**config.mk**
```make
export PLATFORM = sky130hd
export DESIGN_NAME = mem_access_ctrl
export DESIGN_NICKNAME = d
export VERILOG_FILES = /design/src/rtl/mem_access_ctrl_pkg.sv /design/src/rtl/mem_timeout_counter.sv /design/src/rtl/mem_access_ctrl.sv
export SDC_FILE = /design/constraint.sdc
export NUM_CORES = 1
export LEC_CHECK = 0
export ABC_CLOCK_PERIOD_IN_PS = 3050
export CELL_PAD_IN_SITES_DETAIL_PLACEMENT = 0
export CELL_PAD_IN_SITES_GLOBAL_PLACEMENT = 1
export CORE_ASPECT_RATIO = 1.75
export CORE_MARGIN = 5
export CORE_UTILIZATION = 32
export DETAILED_ROUTE_END_ITERATION = 6
export DONT_BUFFER_PORTS = 1
export PLACE_DENSITY = 0.68
export SETUP_SLACK_MARGIN = 0.15
export SLEW_MARGIN = 20
export SYNTH_ARGS = -nofsm -noshare
export SYNTH_HDL_FRONTEND = slang
export SYNTH_HIERARCHICAL = 1
export SYNTH_SLANG_ARGS = --single-unit
export TNS_END_PERCENT = 1
```
**constraint.sdc**
```tcl
create_clock -name i_CLK -period 3.05 [get_ports i_CLK]
set_input_delay 0.61 -clock i_CLK [delete_from_list [all_inputs] [get_ports i_CLK]]
set_output_delay 0.61 -clock i_CLK [all_outputs]
set_load 0.02 [all_outputs]
```
**src/rtl/mem_access_ctrl_pkg.sv**
```systemverilog
// Shared definitions for the data-memory access controller: state encoding,
// timeout defaults and counter sizing.
package mem_access_ctrl_pkg;

    typedef logic [1:0] state_t;

    localparam state_t ST_IDLE = 2'b00;
    localparam state_t ST_WAIT = 2'b01;
    localparam state_t ST_DONE = 2'b10;

    localparam int unsigned DEFAULT_TIMEOUT_CYCLES = 15;

    // Wide enough for the full 1..255 timeout range.
    localparam int unsigned TIMEOUT_CNT_WIDTH = 8;

    function automatic logic is_access(input logic load, input logic store);
        return load | store;
    endfunction

endpackage

```
**src/rtl/mem_timeout_counter.sv**
```systemverilog
// Counts WAIT cycles without an acknowledge; terminal flags the cycle on
// which the configured timeout is reached.
module mem_timeout_counter #(
    parameter int unsigned TIMEOUT_CYCLES = mem_access_ctrl_pkg::DEFAULT_TIMEOUT_CYCLES
) (
    input  logic clk,
    input  logic rst_n,
    input  logic clear,
    input  logic enable,
    output logic terminal
);
    import mem_access_ctrl_pkg::*;

    logic [TIMEOUT_CNT_WIDTH-1:0] count;

    always_ff @(posedge clk) begin
        if (!rst_n) begin
            count <= '0;
        end else if (clear) begin
            count <= '0;
        end else if (enable) begin
            count <= count + TIMEOUT_CNT_WIDTH'(1);
        end
    end

    // count holds the number of earlier ack-less cycles, so this is the Nth one.
    assign terminal = enable && (count == TIMEOUT_CNT_WIDTH'(TIMEOUT_CYCLES - 1));

endmodule

```
**src/rtl/mem_access_ctrl.sv**
```systemverilog
// Memory-stage data access controller: stalls the pipeline while a single
// load/store is outstanding on the data-memory handshake, with bus timeout.
module mem_access_ctrl #(
    parameter int unsigned DATA_WIDTH     = 32,
    parameter int unsigned ADDRESS_WIDTH  = 32,
    parameter int unsigned TIMEOUT_CYCLES = mem_access_ctrl_pkg::DEFAULT_TIMEOUT_CYCLES
) (
    input  logic                     i_CLK,
    input  logic                     i_RST,
    input  logic [ADDRESS_WIDTH-1:0] i_ALUOutM,
    input  logic [DATA_WIDTH-1:0]    i_WriteDataM,
    input  logic                     i_MemtoRegM,
    input  logic                     i_MemWriteM,
    output logic                     o_StallM,
    output logic                     o_MemReq,
    output logic                     o_MemWE,
    output logic [ADDRESS_WIDTH-1:0] o_MemAddr,
    output logic [DATA_WIDTH-1:0]    o_MemWData,
    input  logic                     i_MemAck,
    input  logic [DATA_WIDTH-1:0]    i_MemRData,
    output logic [DATA_WIDTH-1:0]    o_ReadDataM,
    output logic                     o_AccessDoneM,
    output logic                     o_BusErrM
);
    import mem_access_ctrl_pkg::*;

    state_t state;
    logic   access;
    logic   in_idle;
    logic   in_wait;
    logic   in_done;
    logic   start;
    logic   finish;
    logic   timeout_hit;
    logic   err;

    assign access  = is_access(i_MemtoRegM, i_MemWriteM);
    assign in_idle = (state == ST_IDLE);
    assign in_wait = (state == ST_WAIT);
    assign in_done = (state == ST_DONE);
    assign start   = in_idle && access;
    // Ack takes priority over a coincident timeout.
    assign finish  = in_wait && (i_MemAck || timeout_hit);

    mem_timeout_counter #(
        .TIMEOUT_CYCLES(TIMEOUT_CYCLES)
    ) u_timeout (
        .clk      (i_CLK),
        .rst_n    (i_RST),
        .clear    (!in_wait),
        .enable   (in_wait && !i_MemAck),
        .terminal (timeout_hit)
    );

    always_ff @(posedge i_CLK) begin
        if (!i_RST) begin
            state <= ST_IDLE;
        end else begin
            case (state)
                ST_IDLE: if (access) state <= ST_WAIT;
                ST_WAIT: if (finish) state <= ST_DONE;
                default: state <= ST_IDLE;
            endcase
        end
    end

    always_ff @(posedge i_CLK) begin
        if (!i_RST) begin
            o_MemReq   <= 1'b0;
            o_MemWE    <= 1'b0;
            o_MemAddr  <= '0;
            o_MemWData <= '0;
        end else if (start) begin
            o_MemReq   <= 1'b1;
            o_MemWE    <= i_MemWriteM;
            o_MemAddr  <= i_ALUOutM;
            o_MemWData <= i_WriteDataM;
        end else if (finish) begin
            o_MemReq   <= 1'b0;
            o_MemWE    <= 1'b0;
            o_MemAddr  <= '0;
            o_MemWData <= '0;
        end
    end

    always_ff @(posedge i_CLK) begin
        if (!i_RST) begin
            err <= 1'b0;
        end else if (finish) begin
            err <= !i_MemAck;
        end else if (in_done) begin
            err <= 1'b0;
        end
    end

    // Only loads update the result; a timed-out load returns zero.
    always_ff @(posedge i_CLK) begin
        if (!i_RST) begin
            o_ReadDataM <= '0;
        end else if (finish && !o_MemWE) begin
            o_ReadDataM <= i_MemAck ? i_MemRData : '0;
        end
    end

    assign o_StallM      = start || in_wait;
    assign o_AccessDoneM = in_done;
    assign o_BusErrM     = in_done && err;

endmodule

```
# [Yosys cells after proc, flatten, opt, wreduce, memory -nomap -nowiden]
# Index checks and enable logic that the tools add are counted.
[classes] eq_ne=5 n_mux=12 n_shift=0 bitwise=1 add_sub_neg=1 order_cmp=0 multipliers=0 n_reduce_logical=15 div_mod_pow=0
[op_table] operator="two-way mux 32 bit" count=4
[op_table] operator="adder 8 x 1 -> 8 bit (second input constant)" count=1
[op_table] operator="== test 8 x 4 -> 1 bit (second input constant)" count=1
[op_table] operator="logical AND 1 bit" count=6
[op_table] operator="two-way mux 1 bit" count=5
[op_table] operator="two-way mux 2 bit" count=2
[op_table] operator="case mux 2 bit (2 select lines)" count=1
[op_table] operator="AND reduction 2 bit" count=2
[op_table] operator="nonzero test 2 bit" count=2
[op_table] operator="== test 2 x 1 -> 1 bit (second input constant)" count=1
[op_table] operator="== test 2 bit (second input constant)" count=1
[op_table] operator="logical NOT 1 bit" count=2
[op_table] operator="logical NOT 2 bit" count=1
[op_table] operator="logical OR 1 bit" count=2
[op_table] operator="!= test 2 x 1 -> 1 bit (second input constant)" count=1
[op_table] operator="!= test 2 bit (second input constant)" count=1
[op_table] operator="OR 1 bit" count=1
[totals] elab_cells=42 input_bits=101 latch_bits=0 n_memories=0 ram_bits=0 ff_bits=109 output_inout_bits=101 romBits=0

# [Depth between registers and ports, before layout]
[depth] ltp_word=7 mapped_depth=11 depth_no_buf=8

# [Cells and area by module]
# The synthesis kept the hierarchy.
[modules_own_cells] module="mem_access_ctrl" instances=1 cells_each=317 seq_area_each_um2=2021.9 area_each_um2=3545.9
[modules_own_cells] module="mem_timeout_counter" instances=1 cells_each=43 seq_area_each_um2=160.2 area_each_um2=384.1

# [Worst setup path before layout]
# Ideal clock, no wire load.
[synth_timing] kind="input to register" from="input port i_MemAck" to="register o_MemAddr[0]" arrival_ps=2436 path_stages=10 setup_time_ps=59 t_required_ps=2991 path_buffers=4 setup_slack_ps=555 cell_sequence="buf_2 > clkbuf_1 > nor2_1 > buf_6 > nand3_2 > nor3_1 > or2_1 > a221oi_4 > buf_6 > a22o_1"
[synth_between] elab_chain_len=6
[synth_rtl] item="start: declaration" line="mem_access_ctrl.sv:19" text="input logic i_MemAck,"
[synth_rtl] item="logical NOT 1 bit" line="mem_access_ctrl.sv:51" text=".enable (in_wait && !i_MemAck),"
[synth_rtl] item="logical AND 1 bit" line="mem_access_ctrl.sv:51"
[synth_rtl] item="logical AND 1 bit" line="mem_timeout_counter.sv:27" text="assign terminal = enable && (count == TIMEOUT_CNT_WIDTH'(TIMEOUT_CYCLES - 1));"
[synth_rtl] item="via timeout_hit" line="mem_access_ctrl.sv:34" text="logic timeout_hit;"
[synth_rtl] item="logical OR 1 bit" line="mem_access_ctrl.sv:43" text="assign finish = in_wait && (i_MemAck || timeout_hit);"
[synth_rtl] item="logical AND 1 bit" line="mem_access_ctrl.sv:43"
[synth_rtl] item="nonzero test 2 bit (no source line)"
[synth_rtl] item="end signal: assignment" line="mem_access_ctrl.sv:76" text="o_MemAddr <= i_ALUOutM;"
[synth_rtl] item="end: declaration" line="mem_access_ctrl.sv:17" text="output logic [ADDRESS_WIDTH-1:0] o_MemAddr,"
# The timed path passes the listed nets, and every way through them passes these cells.
# A chain may end at the register's enable or synchronous reset.

# [Final worst setup path]
[layout_timing] from="register u_timeout.count[1]" to="register o_ReadDataM[24]"
[layout_between] elab_chain_len=5
[layout_rtl] item="start: declaration" line="mem_timeout_counter.sv:14" text="logic [TIMEOUT_CNT_WIDTH-1:0] count;"
[layout_rtl] item="start signal: assignment" line="mem_timeout_counter.sv:22" text="count <= count + TIMEOUT_CNT_WIDTH'(1);"
[layout_rtl] item="== test 8 x 4 -> 1 bit" line="mem_timeout_counter.sv:27"
[layout_rtl] item="logical AND 1 bit" line="mem_timeout_counter.sv:27"
[layout_rtl] item="via timeout_hit" line="mem_access_ctrl.sv:34"
[layout_rtl] item="logical OR 1 bit" line="mem_access_ctrl.sv:43"
[layout_rtl] item="logical AND 1 bit" line="mem_access_ctrl.sv:43"
[layout_rtl] item="logical AND 1 bit" line="mem_access_ctrl.sv:100" text="end else if (finish && !o_MemWE) begin"
[layout_rtl] item="end signal: assignment" line="mem_access_ctrl.sv:101" text="o_ReadDataM <= i_MemAck ? i_MemRData : '0;"
[layout_rtl] item="end: declaration" line="mem_access_ctrl.sv:21" text="output logic [DATA_WIDTH-1:0] o_ReadDataM,"
# The timed path passes the listed nets, and every way through them passes these cells.

==> metrics.csv <==
metric;value;unit
status;finished, final reports clean;
Design Power;3.05;mW
clock share of power;0.381;
sequential element share of the synthesized area;0.555;
asr flop ratio synth;0;
H-Tree Depth;3;
CTS root buffer;clkbuf_16;
Avg Synthesized Cell Area;10.9;um^2
routability cong.;0.731;
first-pass GRT wire length;14200;um
hold-fix buffers at CTS;0;
max_cap viols;0;
area leader, netlist;dfxtp_1;
count of buffers from port buffering;0;
Vias;2627;
Worst EP required;3.27;ns
initial drt markers;82;
Initial Util;0.327;
post-CTS setup buffers;0;
Worst IR Drop VDD;0.226;mV
Syn Nets;463;
Clock transition at path regs;0.07;ns
Flop pwr share;0.552;
share of total power in combinational logic;0.067;
share of cells above drive strength 1;0.0855;
Slew Limit Fails;0;
Crit Path Max Fanout;25;
Final nets;449;
worst hold margin;0.401;ns
Netlist cell types;37;
Num CTS Buffers;9;
total die area;14700;um^2
Fmax;0.380;GHz
Post-synth top cells;dfxtp_1, a22o_1, nand2_1;
DRC viols;0;
post-route ant nets;0;
Tot GR Track Use;0.123;
Tcrit/Tclk final;0.863;
number of synthesized flops with an enable pin;0;
CTS tree;built;
largest net degree at the start of global routing;70;
top-count cell post-synth;dfxtp_1;
Hold Path Class;in2reg;
Area contributors post-synth;dfxtp_1, a22o_1, mux2i_1, nand3_1, nand2_1;
initial antenna violation count;0;
Rel. slew slack;0.614;
share of the synthesized area in the top cell type;0.555;
DP Wirelength;6770;um
TritonRoute pass-1 iters;4;
Avg WL per Cell;17.8;um
Resize count post-CTS;0;
clock tree sinks;109;
Top FF cell, synth;dfxtp_1;
Clock Latency Late Sink;0.34;ns
CP endpoint kind;register;
P_int;2.26;mW
Mapped Area;3930;um^2
CP Launch Type;register;
vias in the first global route;2713;
power per cell area;710;nW/um^2
final setup TNS;0;ns
vias per cell;5.09;
Least-Margin Pin Slew;0.579;ns
Yosys warnings;6;
Core ar.;12000;um^2
Mapped Cells;360;
Crit Path Class;reg2reg;
# rows;53;
total congestion overflow;0;
Tmin final;2.63;ns
Setup Viol. Count Final;0;
die width;93.8;um
sw frac;0.260;
# diodes;0;
maximum clock path buffer count;2;
I/O pins;202;
clock skew;0.0124;ns
Final Hold Viols;0;
die height;157;um
Leakage;1.73;nW
critical path arrival;2.86;ns
RSZ-0062 raised after global routing;false;
Sw Pwr;0.794;mW
Area Overhead vs Synth;9.49;%
Yosys reg bits;109;
final wirelength;9180;um
power groups by stage:
stage | combinational [mW] | clock [mW] | sequential [mW]
2_1_floorplan | 0.209 | 0 | 1.69
3_3_place_gp | 0.204 | 0 | 1.72
3_5_place_dp | 0.207 | 0 | 1.72
4_1_cts | 0.210 | 1.22 | 1.69
5_1_grt | 0.233 | 1.28 | 1.70
6_report | 0.205 | 1.16 | 1.68
state kept, by name, indices dropped and copies added, names as in the netlist:
signal,flops
state,2
u_timeout/count,8
o_MemWData,32
o_ReadDataM,32
o_MemReq,1
o_MemWE,1
err,1
o_MemAddr,32
cell usage in the layout (no fill, tap or decap), types with 3 or more instances in the layout:
cell type,Yosys,layout
a21oi_1,5,5
a22o_1,64,64
buf_4,0,3
clkbuf_16,0,9
dfxtp_1,109,109
mux2i_1,31,31
nand2_1,39,39
nand3_1,35,35
nor2_1,8,8
nor3_1,3,3
o21ai_0,3,3
xor2_1,3,3
per-layer routing:
layer | up-vias | wire [um] | global-route usage
li1 | 1275 | - | -
met4 | 0 | 191 | 0.0544
met3 | 13 | 1180 | 0.0544
met2 | 153 | 4400 | 0.201
met1 | 1186 | 3410 | 0.138
met5 | - | 0 | 0
worst max-delay path, stage by stage (launching register included):
cell     delay (ns)
dfxtp_1        0.42
ha_1           0.17
or4b_2         0.57
nor3_1         0.27
nor2_1         0.12
or3_2          0.58
buf_12         0.24
mux2i_1        0.13
per-stage QoR:
step / area [um^2] / setup WS (ns) / util / std cells
2_1_floorplan: 3930 / 0.555 / - / 360
3_3_place_gp: 4000 / 0.460 / 0.333 / 500
3_5_place_dp: 4000 / 0.423 / 0.333 / 500
4_1_cts: 4300 / 0.405 / 0.358 / 516
5_1_grt: 4300 / 0.217 / 0.358 / 516
6_report: 4300 / 0.417 / 0.358 / 516
cell families (layout without fill, tap and decap cells):
family | Yosys count | in the layout | share of synthesized area
flops | 109 | 109 | 0.555
simple gates | 102 | 102 | 0.124
compound gates | 79 | 79 | 0.172
buf+inv | 33 | 24 | 0.0548
mux | 31 | 31 | 0.0790
xor+xnor | 4 | 4 | 0.00892
fa+ha+maj | 2 | 2 | 0.00637
final timing paths:
| path | from | to | slack, ns | cells past startpoint |
|---|---|---|---|---|
| setup / recovery | u_timeout/count[1] | o_ReadDataM[24] | 0.42 | 7 |
| hold / removal | i_WriteDataM[1] | o_MemWData[1] | 0.40 | 1 |
| setup reg to reg | u_timeout/count[1] | o_ReadDataM[24] | 0.42 | 7 |
| hold reg to reg | u_timeout/count[7] | u_timeout/count[7] | 0.49 | 2 |
final cells by class:
cell class              instances  area [um^2]
clock buffers                   9          225
clock inverters                 7         80.1
fillers                      1196         7700
inverters                       3         11.3
multi-input cells             218         1540
flip-flops and latches        109         2180
well taps                     165          206
repair buffers                  5         62.6
Power figures use the tool's default switching activity.
